**config.mk**
```make
export PLATFORM = sky130hd
export DESIGN_NAME = icache_refill_ctrl
export DESIGN_NICKNAME = d
export VERILOG_FILES = /design/src/rtl/icache_pkg.sv /design/src/rtl/icache_refill_ctrl.sv
export SDC_FILE = /design/constraint.sdc
export NUM_CORES = 1
export LEC_CHECK = 0
export ABC_AREA = 1
export BUFFER_PORTS_ARGS = -buffer_cell sky130_fd_sc_hd__buf_2
export CORE_UTILIZATION = 40
export CTS_CLUSTER_DIAMETER = 80
export DETAILED_ROUTE_END_ITERATION = 8
export PLACE_DENSITY_LB_ADDON = 0.08
export SYNTH_ARGS = -nofsm -noshare
export SYNTH_HDL_FRONTEND = slang
export SYNTH_SLANG_ARGS = --single-unit
```
**constraint.sdc**
```tcl
create_clock -name clk -period 3.2 [get_ports clk]
set_input_delay 0.16 -clock clk [delete_from_list [all_inputs] [get_ports clk]]
set_output_delay 0.16 -clock clk [all_outputs]
set_load 0.02 [all_outputs]
```
**src/rtl/icache_pkg.sv**
```systemverilog
// icache_pkg: shared geometry constants and refill FSM state type for the I-cache miss path.
package icache_pkg;
    localparam int ADDR_W   = 32;
    localparam int LINE_W   = 128;
    localparam int WORD_W   = 32;
    localparam int OFFSET_W = 4;
    localparam int INDEX_W  = 6;
    localparam int TAG_W    = ADDR_W - INDEX_W - OFFSET_W;

    typedef enum logic [1:0] {IDLE, REQ, FILL, ERR} refill_state_e;
endpackage

```
**src/rtl/icache_refill_ctrl.sv**
```systemverilog
// icache_refill_ctrl: one-at-a-time I-cache miss handler; issues a line refill,
// writes the returned line into the arrays and answers with the critical word or a timeout error.
module icache_refill_ctrl #(
    parameter int ADDR_W  = icache_pkg::ADDR_W,
    parameter int LINE_W  = icache_pkg::LINE_W,
    parameter int INDEX_W = icache_pkg::INDEX_W,
    parameter int TIMEOUT = 64
) (
    input  logic                      clk,
    input  logic                      rst_n,
    input  logic                      miss_valid,
    output logic                      miss_ready,
    input  logic [ADDR_W-1:0]         miss_addr,
    output logic                      mem_req,
    output logic [ADDR_W-1:0]         mem_addr,
    input  logic [LINE_W-1:0]         mem_data,
    input  logic                      mem_ready,
    output logic                      fill_we,
    output logic [INDEX_W-1:0]        fill_index,
    output logic [ADDR_W-INDEX_W-5:0] fill_tag,
    output logic [LINE_W-1:0]         fill_data,
    output logic                      rsp_valid,
    output logic [31:0]               rsp_word,
    output logic                      rsp_err,
    output logic                      busy
);
    import icache_pkg::*;

    localparam int CNT_W = $clog2(TIMEOUT);

    refill_state_e     state;
    logic [ADDR_W-1:0] addr;
    logic [CNT_W-1:0]  count;

    assign miss_ready = state == IDLE;
    assign busy       = state != IDLE;
    assign mem_addr   = {addr[ADDR_W-1:OFFSET_W], {OFFSET_W{1'b0}}};
    assign fill_index = addr[INDEX_W+OFFSET_W-1:OFFSET_W];
    assign fill_tag   = addr[ADDR_W-1:INDEX_W+OFFSET_W];

    always_ff @(posedge clk or negedge rst_n) begin
        if (!rst_n) begin
            state     <= IDLE;
            addr      <= '0;
            count     <= '0;
            mem_req   <= 1'b0;
            fill_we   <= 1'b0;
            fill_data <= '0;
            rsp_valid <= 1'b0;
            rsp_word  <= '0;
            rsp_err   <= 1'b0;
        end else begin
            fill_we   <= 1'b0;
            rsp_valid <= 1'b0;
            rsp_err   <= 1'b0;
            rsp_word  <= '0;
            case (state)
                IDLE: if (miss_valid) begin
                    addr    <= miss_addr;
                    count   <= '0;
                    mem_req <= 1'b1;
                    state   <= REQ;
                end
                // A response in the final timeout cycle still completes the refill.
                REQ: if (mem_ready) begin
                    fill_data <= mem_data;
                    rsp_word  <= mem_data[32'(addr[3:2]) * WORD_W +: WORD_W];
                    fill_we   <= 1'b1;
                    rsp_valid <= 1'b1;
                    mem_req   <= 1'b0;
                    state     <= FILL;
                end else if (count == CNT_W'(TIMEOUT - 1)) begin
                    rsp_valid <= 1'b1;
                    rsp_err   <= 1'b1;
                    mem_req   <= 1'b0;
                    state     <= ERR;
                end else begin
                    count <= count + 1'b1;
                end
                FILL:    state <= IDLE;
                ERR:     state <= IDLE;
                default: state <= IDLE;
            endcase
        end
    end
endmodule

```
==> flow_summary.ini, run 1 <==
[clock_network]
cts-root-buf = clkbuf_16
clock_sinks = 202
cts_buffers = 22
cts_tree = yes
clkTransAtPathRegs_ns = 0.06
cts_resized = 0
clock_latency_ns = 0.50
htree_levels = 1
clock_path_buffers = 3

[detailed_routing]
drt_iter0_drc = 409
drt-total-wl_um = 27900
drt_first_pass_iters = 5
wl_per_cell_um = 15.7
drc_errors = 0
ant_nets = 0
vias_per_cell = 4.66
vias = 8241

[timing]
fin_crit_ns = 1.99
fmax_ghz = 0.502
drv_slew = 0
hold_viol_final = 0
finalCritPeriodShare_pct = 62.2
fin_tns_setup_ns = 0
finalSetupViolCount = 0
finalWorstSetupSlack_ns = 1.21
slew_headroom_pct = 32.5
grt_setup_unrepaired = no
tightestPinTransition_ns = 1.01
skew_ns = 0.00775

[pwr]
ir_drop_v = 0.000547
powerDensity_nw_per_um2 = 945
fin_total_pwr_w = 0.0121
power.leakage_nw = 6.94

[yosys]
syn_area_per_cell_um2 = 8.62
syn_area_um2 = 8760
synth_area_leader_cell = dfrtp_1
synth_top_cell_area_share_pct = 57.7
yosys_register_bits = 202
yosys.cell_types.count = 22
synth_warnings = 0
ys_seq_area_share_pct = 57.7
syn_inst = 1016
synth_area_leaders = dfrtp_1, nand2_1, nor2_1

[place]
place_ws_ns = 1.16
hpwlAfterDp_um = 18100
portBuffers = 383
gp_congestion = 0.805
placed_cell_area_um2 = 10500

[grt]
overflow = 0
grt_max_degree = 94
antenna_found_initial = 0
grt_first_pass_wirelength_um = 43200
grtUsageTotal_pct = 24.5
grt_pass1_vias = 8338

[finish]
final_cell_mix = nand2_1, buf_2, dfrtp_1
syn2layout_area_growth_pct = 46.0
final_area_um2 = 12800
ff_latch_area_um2 = 5060
layout_commonest_cell = nand2_1
diodes = 0
drive_gt1_share_pct = 30.9
nFillCells = 1912
layout.nets = 1649
fin_util_pct = 60.2
multi_input_area_um2 = 2980

[critical_path]
worstPathCellList = inv_2, nor2_4, nand2_4, buf_4, nand3_1, nand2_1, o21ai_0
path_buf_inv = 2
path_max_fanout = 70
cp_data_required_time_ns = 3.57
crit_path_max_incr_delay_ns = 0.58
path_delay_family = simple AND/OR/NAND/NOR gates
arrival_ns = 2.36
startpoint_type = flip-flop
end_kind = flip-flop
path_class = flip-flop to flip-flop
crit_slowest_cell = buf_4

[floorplanning]
dieArea_um2 = 22500
io-pin-count = 390
die_w_um = 150
core-area_um2 = 21200
die_height_um = 150
start_util_pct = 41.3
num_rows = 53

[outcome]
outcome = complete, no violations

[worst_hold_path]
min_path_type = primary input to asynchronous set/reset pin

[job]
maxCapViolations = 0
-- final timing paths --
kind / slack, ns / from / cells past startpoint / to
worst max-delay path: 1.21 / state[0]$_DFFE_PN0P_ / 7 / count[0]$_DFFE_PN0P_
worst min-delay path: 0.28 / rst_n / 2 / fill_data[74]$_DFFE_PN0P_
worst max register to register: 1.21 / state[0]$_DFFE_PN0P_ / 7 / count[0]$_DFFE_PN0P_
worst min register to register: 0.47 / fill_data[50]$_DFFE_PN0P_ / 2 / fill_data[50]$_DFFE_PN0P_
max in group asynchronous: 1.99 / rst_n / 3 / addr[19]$_DFFE_PN0P_
min in group clk: 0.40 / mem_data[23] / 4 / fill_data[23]$_DFFE_PN0P_
-- kinds of logic (layout without fill, tap and decap cells) --
group           count (synthesis)  in the layout  share of synthesized area, %
other cells                     1              4                        0.0428
buf+inv                       125            601                          8.46
mux                            28             28                          3.60
fa+ha+maj                       1              1                         0.143
simple gates                  554            554                          24.0
compound gates                104            104                          5.94
flops                         202            202                          57.7
xor+xnor                        1              1                         0.100
-- cell usage after synthesis, drive strengths merged --
| master | n |
|---|---|
| nand3 | 7 |
| dfrtp | 202 |
| a21oi | 35 |
| buf | 103 |
| xor2 | 1 |
| nand2 | 406 |
| conb | 1 |
| or2 | 1 |
| nand4 | 1 |
| ha | 1 |
| inv | 9 |
| clkbuf | 13 |
| nor2 | 139 |
| mux2 | 28 |
| o21ai | 69 |
-- cell type report --
| type | count | area share [%] |
|---|---|---|
| flip-flops and latches | 202 | 39.5 |
| well taps | 275 | 2.69 |
| repair buffers | 557 | 28.6 |
| inverters | 9 | 0.284 |
| clock inverters | 4 | 0.548 |
| multi-input cells | 692 | 23.3 |
| clock buffers | 31 | 4.97 |
-- where the power goes --
| part | leakage (nW) | switching [W] | internal, W |
|---|---|---|---|
| Clock | 0.347 | 0.00100 | 0.00153 |
| Combinational | 4.07 | 0.00354 | 0.00180 |
| Sequential | 2.53 | 0.000615 | 0.00361 |
-- state kept, by name (all words and copies together) (netlist names) --
register   cells
rsp_valid      1
count          6
state          2
rsp_word      32
rsp_err        1
fill_we        1
fill_data    128
addr          30
mem_req        1
-- through the flow --
stage / hold slack [ns] / cells
2_1_floorplan: -0.136 / 1019
3_3_place_gp: 0.263 / 1574
3_5_place_dp: 0.256 / 1574
4_1_cts: 0.300 / 1770
5_1_grt: 0.338 / 1770
6_report: 0.280 / 1770
-- what timing repair did --
action                     CTS  global route
hold buffers               161             0
buffers inserted             0             0
hold endpoints to repair   271             0
setup endpoints to repair    0             0
-- routing by layer --
metal / up-vias / GRT usage [%] / routed length (um)
li1: 4039 / - / -
met4: 0 / 8.94 / 954
met2: 316 / 43.4 / 13800
met1: 3833 / 29.2 / 11200
met3: 53 / 5.21 / 1960
met5: - / 0 / 0
Power figures use the tool's default switching activity.
==> run 2: changes to the inputs <==
==> constraint.sdc (replaced) <==
create_clock -name clk -period 1.65 [get_ports clk]
set_input_delay 0.0825 -clock clk [delete_from_list [all_inputs] [get_ports clk]]
set_output_delay 0.0825 -clock clk [all_outputs]
set_load 0.02 [all_outputs]
==> run 2 against run 1 <==
- maximum frequency increased by 34%
- sequential power is 92% higher
- hold slack got worse by 0.16 ns
- count of clock-buffer cells in the layout increased by 3
- total power grew 97%
- non-clock buffer count rose by 10
- critical path depth stayed put
- largest cell class unchanged
==> flow_summary.ini, run 2 (synthesis gave the netlist of run 1 again) <==
[job]
maxCapViolations = 0

[timing]
finalSetupViolCount = 0
finalWorstSetupSlack_ns = 0.162
tightestPinTransition_ns = 0.513
slew_headroom_pct = 65.8
finalCritPeriodShare_pct = 90.2
skew_ns = 0.00943
hold_viol_final = 0
fin_tns_setup_ns = 0
fmax_ghz = 0.672
drv_slew = 0
fin_crit_ns = 1.49
grt_setup_unrepaired = no

[place]
portBuffers = 383
hpwlAfterDp_um = 18700
place_ws_ns = 0.0548
gp_congestion = 0.796

[critical_path]
cp_common_cell = nand2_1
worstPathCellList = ha_1, nand3_1, nor2_1, nand2_1, nand3_2, nand2_1, o21ai_0
path_max_fanout = 9
cp_data_required_time_ns = 2.02
r2r-end = count[0]$_DFFE_PN0P_
regToRegSetupSlack_ns = 0.16
startpoint_type = flip-flop
arrival_ns = 1.86
end_kind = flip-flop
crit_path_max_incr_delay_ns = 0.44
r2r-start = count[0]$_DFFE_PN0P_
crit_slowest_cell = dfrtp_1
path_class = flip-flop to flip-flop
ff2ff_path_depth = 7

[worst_hold_path]
min_path_type = primary input to asynchronous set/reset pin

[grt]
grt_max_degree = 71
antenna_found_initial = 0
grt_first_pass_wirelength_um = 43600
grtUsageTotal_pct = 24.8
overflow = 0
grt_pass1_vias = 8326

[finish]
multi_input_area_um2 = 2990
ff_latch_area_um2 = 5060
final_cell_mix = nand2_1, buf_2, dfrtp_1
syn2layout_area_growth_pct = 48.6
nFillCells = 1897
layout_commonest_cell = nand2_1
regMostFlops = fill_data
top_regs = fill_data x128, rsp_word x32, addr x30
largest_reg_flops = 128
drive_gt1_share_pct = 31.7
diodes = 0
layout.nets = 1659

[detailed_routing]
wl_per_cell_um = 15.8
vias_per_cell = 4.66
drc_errors = 0
drt_first_pass_iters = 4
vias = 8306
drt-total-wl_um = 28100
drt_iter0_drc = 374
ant_nets = 0

[clock_network]
clock_path_buffers = 3
cts_buffers = 22
clock_sinks = 202
clkTransAtPathRegs_ns = 0.06
htree_levels = 1
cts-root-buf = clkbuf_16
clock_latency_ns = 0.50
cts_tree = yes

[pwr]
power_switching_w = 0.0101
fin_total_pwr_w = 0.0238
p_int_w = 0.0137
power.leakage_nw = 7.07
p_clk_share_pct = 21.2
powerDensity_nw_per_um2 = 1830
seqPwrFrac_pct = 34.0
share_comb_of_total_power_pct = 44.8
ir_drop_v = 0.000862
swShare_pct = 42.3

[floorplanning]
die_w_um = 150
start_util_pct = 41.3
die_height_um = 150
num_rows = 53
dieArea_um2 = 22500
core-area_um2 = 21200
io-pin-count = 390

[outcome]
outcome = complete, no violations
run 2: cell count changes in the layout (fill, tap and decap cells not counted), sizes merged:
| cell | change |
|---|---|
| clkinv | +2 |
| clkbuf | +3 |
| buf | +10 |
| bufinv | -1 |
run 2: cell type report:
class,count,area share [%]
Sequential cell,202,38.8
Multi-Input combinational cell,692,23.0
Clock inverter,5,0.384
Timing Repair Buffer,567,29.6
Tap cell,275,2.64
Inverter,9,0.279
Clock buffer,34,5.35
run 2: timing repair:
action | 4_1_cts | 5_1_grt
resized for setup | 0 | 1
hold buffers | 161 | 0
setup buffers | 0 | 0
endpoints found under the hold margin | 343 | 0
endpoints found under the setup margin | 0 | 6
run 2: worst max-delay path by stage:
stage	from	slack [ns]	cells after the start	to
3_3_place_gp	count[0]$_DFFE_PN0P_	0.1	7	count[3]$_DFFE_PN0P_
5_1_grt	count[0]$_DFFE_PN0P_	0.01	7	count[5]$_DFFE_PN0P_
2_1_floorplan	state[0]$_DFFE_PN0P_	0.19	4	addr[10]$_DFFE_PN0P_
6_report	count[0]$_DFFE_PN0P_	0.16	7	count[0]$_DFFE_PN0P_
3_5_place_dp	count[0]$_DFFE_PN0P_	0.05	7	count[0]$_DFFE_PN0P_
4_1_cts	count[0]$_DFFE_PN0P_	0.04	7	count[0]$_DFFE_PN0P_
run 2: routing by layer:
metal  wire (um)  vias to the layer above  track usage (%)
li1            -                     4055                -
met1       11400                     3893             30.4
met2       14000                      314             43.7
met3        2030                       44             5.37
met4         710                        0             6.82
met5           0                        -                0
run 2: critical path, delay by kind of cell (launching register included):
kind | cells | cell delay, ns
AO/OA/AOI/OAI | 1 | 0.09
adder cells (fa/ha/maj) | 1 | 0.25
flip-flops | 1 | 0.44
AND/OR/NAND/NOR | 5 | 0.58
run 2: stage by stage:
stage                     hold WS, ns  utilization (%)  cells  cell area (um^2)
after CTS                       0.113             61.3   1784             13000
final                           0.121             61.4   1784             13000
after detailed placement       0.0856             50.2   1584             10700
after global routing            0.151             61.4   1784             13000
after floorplan                -0.213                -   1019              8770
after global placement         0.0882             50.2   1584             10700
run 2: power groups by stage:
stage	logic [W]	registers, W	clock network, W
final	0.0107	0.00811	0.00505
after global routing	0.0116	0.00838	0.00536
after CTS	0.0108	0.00811	0.00518
after detailed placement	0.0104	0.00814	0
after global placement	0.0103	0.00811	0
after floorplan	0.00500	0.0102	0
==> run 3: changes to the inputs <==
==> constraint.sdc (replaced) <==
create_clock -name clk -period 1.65 [get_ports clk]
set_input_delay 0.33 -clock clk [delete_from_list [all_inputs] [get_ports clk]]
set_output_delay 0.33 -clock clk [all_outputs]
set_load 0.02 [all_outputs]
==> run 3 against run 2 <==
- sequential cell count stayed put
- clock power is 4.4% lower
- largest power group unchanged
- sequential share of layout area is 5.4 points higher
- register-to-register slack hardly changed
- global-route usage is 1.2 points lower
- critical path depth is 4 lower
==> flow_summary.ini, run 3 (synthesis gave the netlist of run 1 again) <==
[outcome]
outcome = complete, no violations

[worst_hold_path]
holdPathStages = 3
holdCritStartpoint = mem_data[43]
min_path_type = primary input to flip-flop
hold_end = fill_data[43]$_DFFE_PN0P_

[critical_path]
worstPathCellList = nor2_4, inv_1, buf_6
path_delay_family = flip-flops
arrival_ns = 1.25
r2r-start = state[1]$_DFFE_PN0P_
crit_slowest_cell = dfrtp_2
path_buf_inv = 2
crit_path_max_incr_delay_ns = 0.44
ff2ff_path_depth = 6
regToRegSetupSlack_ns = 0.15
startpoint_type = flip-flop
path_max_fanout = 3
crit_start = state[1]$_DFFE_PN0P_
cp_data_required_time_ns = 1.32
end_kind = primary output
path_class = flip-flop to primary output
r2r-end = fill_data[7]$_DFFE_PN0P_

[finish]
regMostFlops = fill_data
final_area_um2 = 11400
largest_reg_flops = 128
syn2layout_area_growth_pct = 30.4
final_cell_mix = nand2_1, buf_2, dfrtp_1
drive_gt1_share_pct = 35.6
layout.nets = 1503
layout_commonest_cell = nand2_1
top_regs = fill_data x128, rsp_word x32, addr x30

[timing]
finalSetupViolCount = 0
fin_tns_setup_ns = 0
finalCritPeriodShare_pct = 95.5
drv_slew = 0
fmax_ghz = 0.634
fin_crit_ns = 1.58
grt_setup_unrepaired = no
skew_ns = 0.0109
hold_viol_final = 0

[clock_network]
clock_sinks = 202
clock_latency_ns = 0.50
clkTransAtPathRegs_ns = 0.06
htree_levels = 1
cts_tree = yes
cts-root-buf = clkbuf_16
cts_buffers = 23
clock_path_buffers = 3

[detailed_routing]
drc_errors = 0
vias = 7602
vias_per_cell = 4.66
drt-total-wl_um = 26600
ant_nets = 0
drt_iter0_drc = 325
drt_first_pass_iters = 4
wl_per_cell_um = 16.3

[floorplanning]
die_height_um = 150
num_rows = 53
start_util_pct = 41.3
core-area_um2 = 21200
die_w_um = 150
dieArea_um2 = 22500
io-pin-count = 390

[place]
gp_congestion = 0.802
hpwlAfterDp_um = 18800
portBuffers = 383
placed_cell_area_um2 = 10700

[grt]
grt_first_pass_wirelength_um = 41200
grt_max_degree = 81
grt_pass1_vias = 7503
overflow = 0
antenna_found_initial = 2
grtUsageTotal_pct = 23.6

[pwr]
powerDensity_nw_per_um2 = 2040
ir_drop_v = 0.000894
power.leakage_nw = 6.39

[job]
maxCapViolations = 0
[run 3: cell types whose count changed in the layout (fill, tap and decap cells not counted), moves of 2 or more]
cell,delta
dlygate4sd3_1,-160
clkbuf_8,-5
buf_4,+3
diode_2,+3
clkbuf_1,+2
clkinv_2,+2
[run 3: tightest hold or removal path, delay by kind of cell]
kind          cells  cell delay [ns]
simple gates      2             0.09
buf+inv           1             0.08
[run 3: through the flow]
step | hold slack [ns] | setup WS [ns] | total power (W) | std cells | util, %
final | 0.0321 | 0.0738 | 0.0233 | 1630 | 53.8
after floorplan | 0.0344 | 0.186 | 0.0152 | 1019 | -
after detailed placement | 0.275 | 0.0619 | 0.0185 | 1586 | 50.3
after global routing | 0.0312 | 0.0147 | 0.0249 | 1628 | 53.8
after global placement | 0.274 | 0.0731 | 0.0184 | 1586 | 50.3
after CTS | 0.0145 | 0.0270 | 0.0235 | 1626 | 53.7
[run 3: power breakdown]
group | internal, W | switching [W]
registers | 0.00700 | 0.00110
logic | 0.00346 | 0.00687
clock network | 0.00284 | 0.00199
[run 3: metal layers]
| layer | share of wire (%) | vias to the layer above | track usage (%) |
|---|---|---|---|
| li1 | - | 3743 | - |
| met1 | 41 | 3541 | 29.1 |
| met2 | 50 | 269 | 40.7 |
| met3 | 7.4 | 47 | 5.73 |
| met4 | 2.4 | 2 | 7.22 |
| met5 | 0.049 | - | 0 |
[run 3: repair_timing]
action,in CTS,in global routing
hold endpoints to repair,28,0
setup endpoints to repair,1,7
pin swaps,0,1
gates cloned,0,0
resized for setup,1,5
hold buffers,1,0
setup buffers,0,1
[run 3: worst max path at each step]
stage / end / slack [ns] / depth (start not counted)
2_1_floorplan: addr[10]$_DFFE_PN0P_ / 0.19 / 4
3_3_place_gp: count[3]$_DFFE_PN0P_ / 0.07 / 7
3_5_place_dp: count[3]$_DFFE_PN0P_ / 0.06 / 7
4_1_cts: busy / 0.03 / 3
5_1_grt: busy / 0.01 / 3
6_report: busy / 0.07 / 3
[run 3: layout make-up]
class / instances / area [um^2]
antenna: 3 / 7.51
clock buffer: 31 / 636
clock inverter: 8 / 67.6
fill: 2053 / 9800
inverter: 9 / 36.3
multi-input combinational: 692 / 3000
sequential: 202 / 5060
tap: 275 / 344
timing repair buffer: 410 / 2270
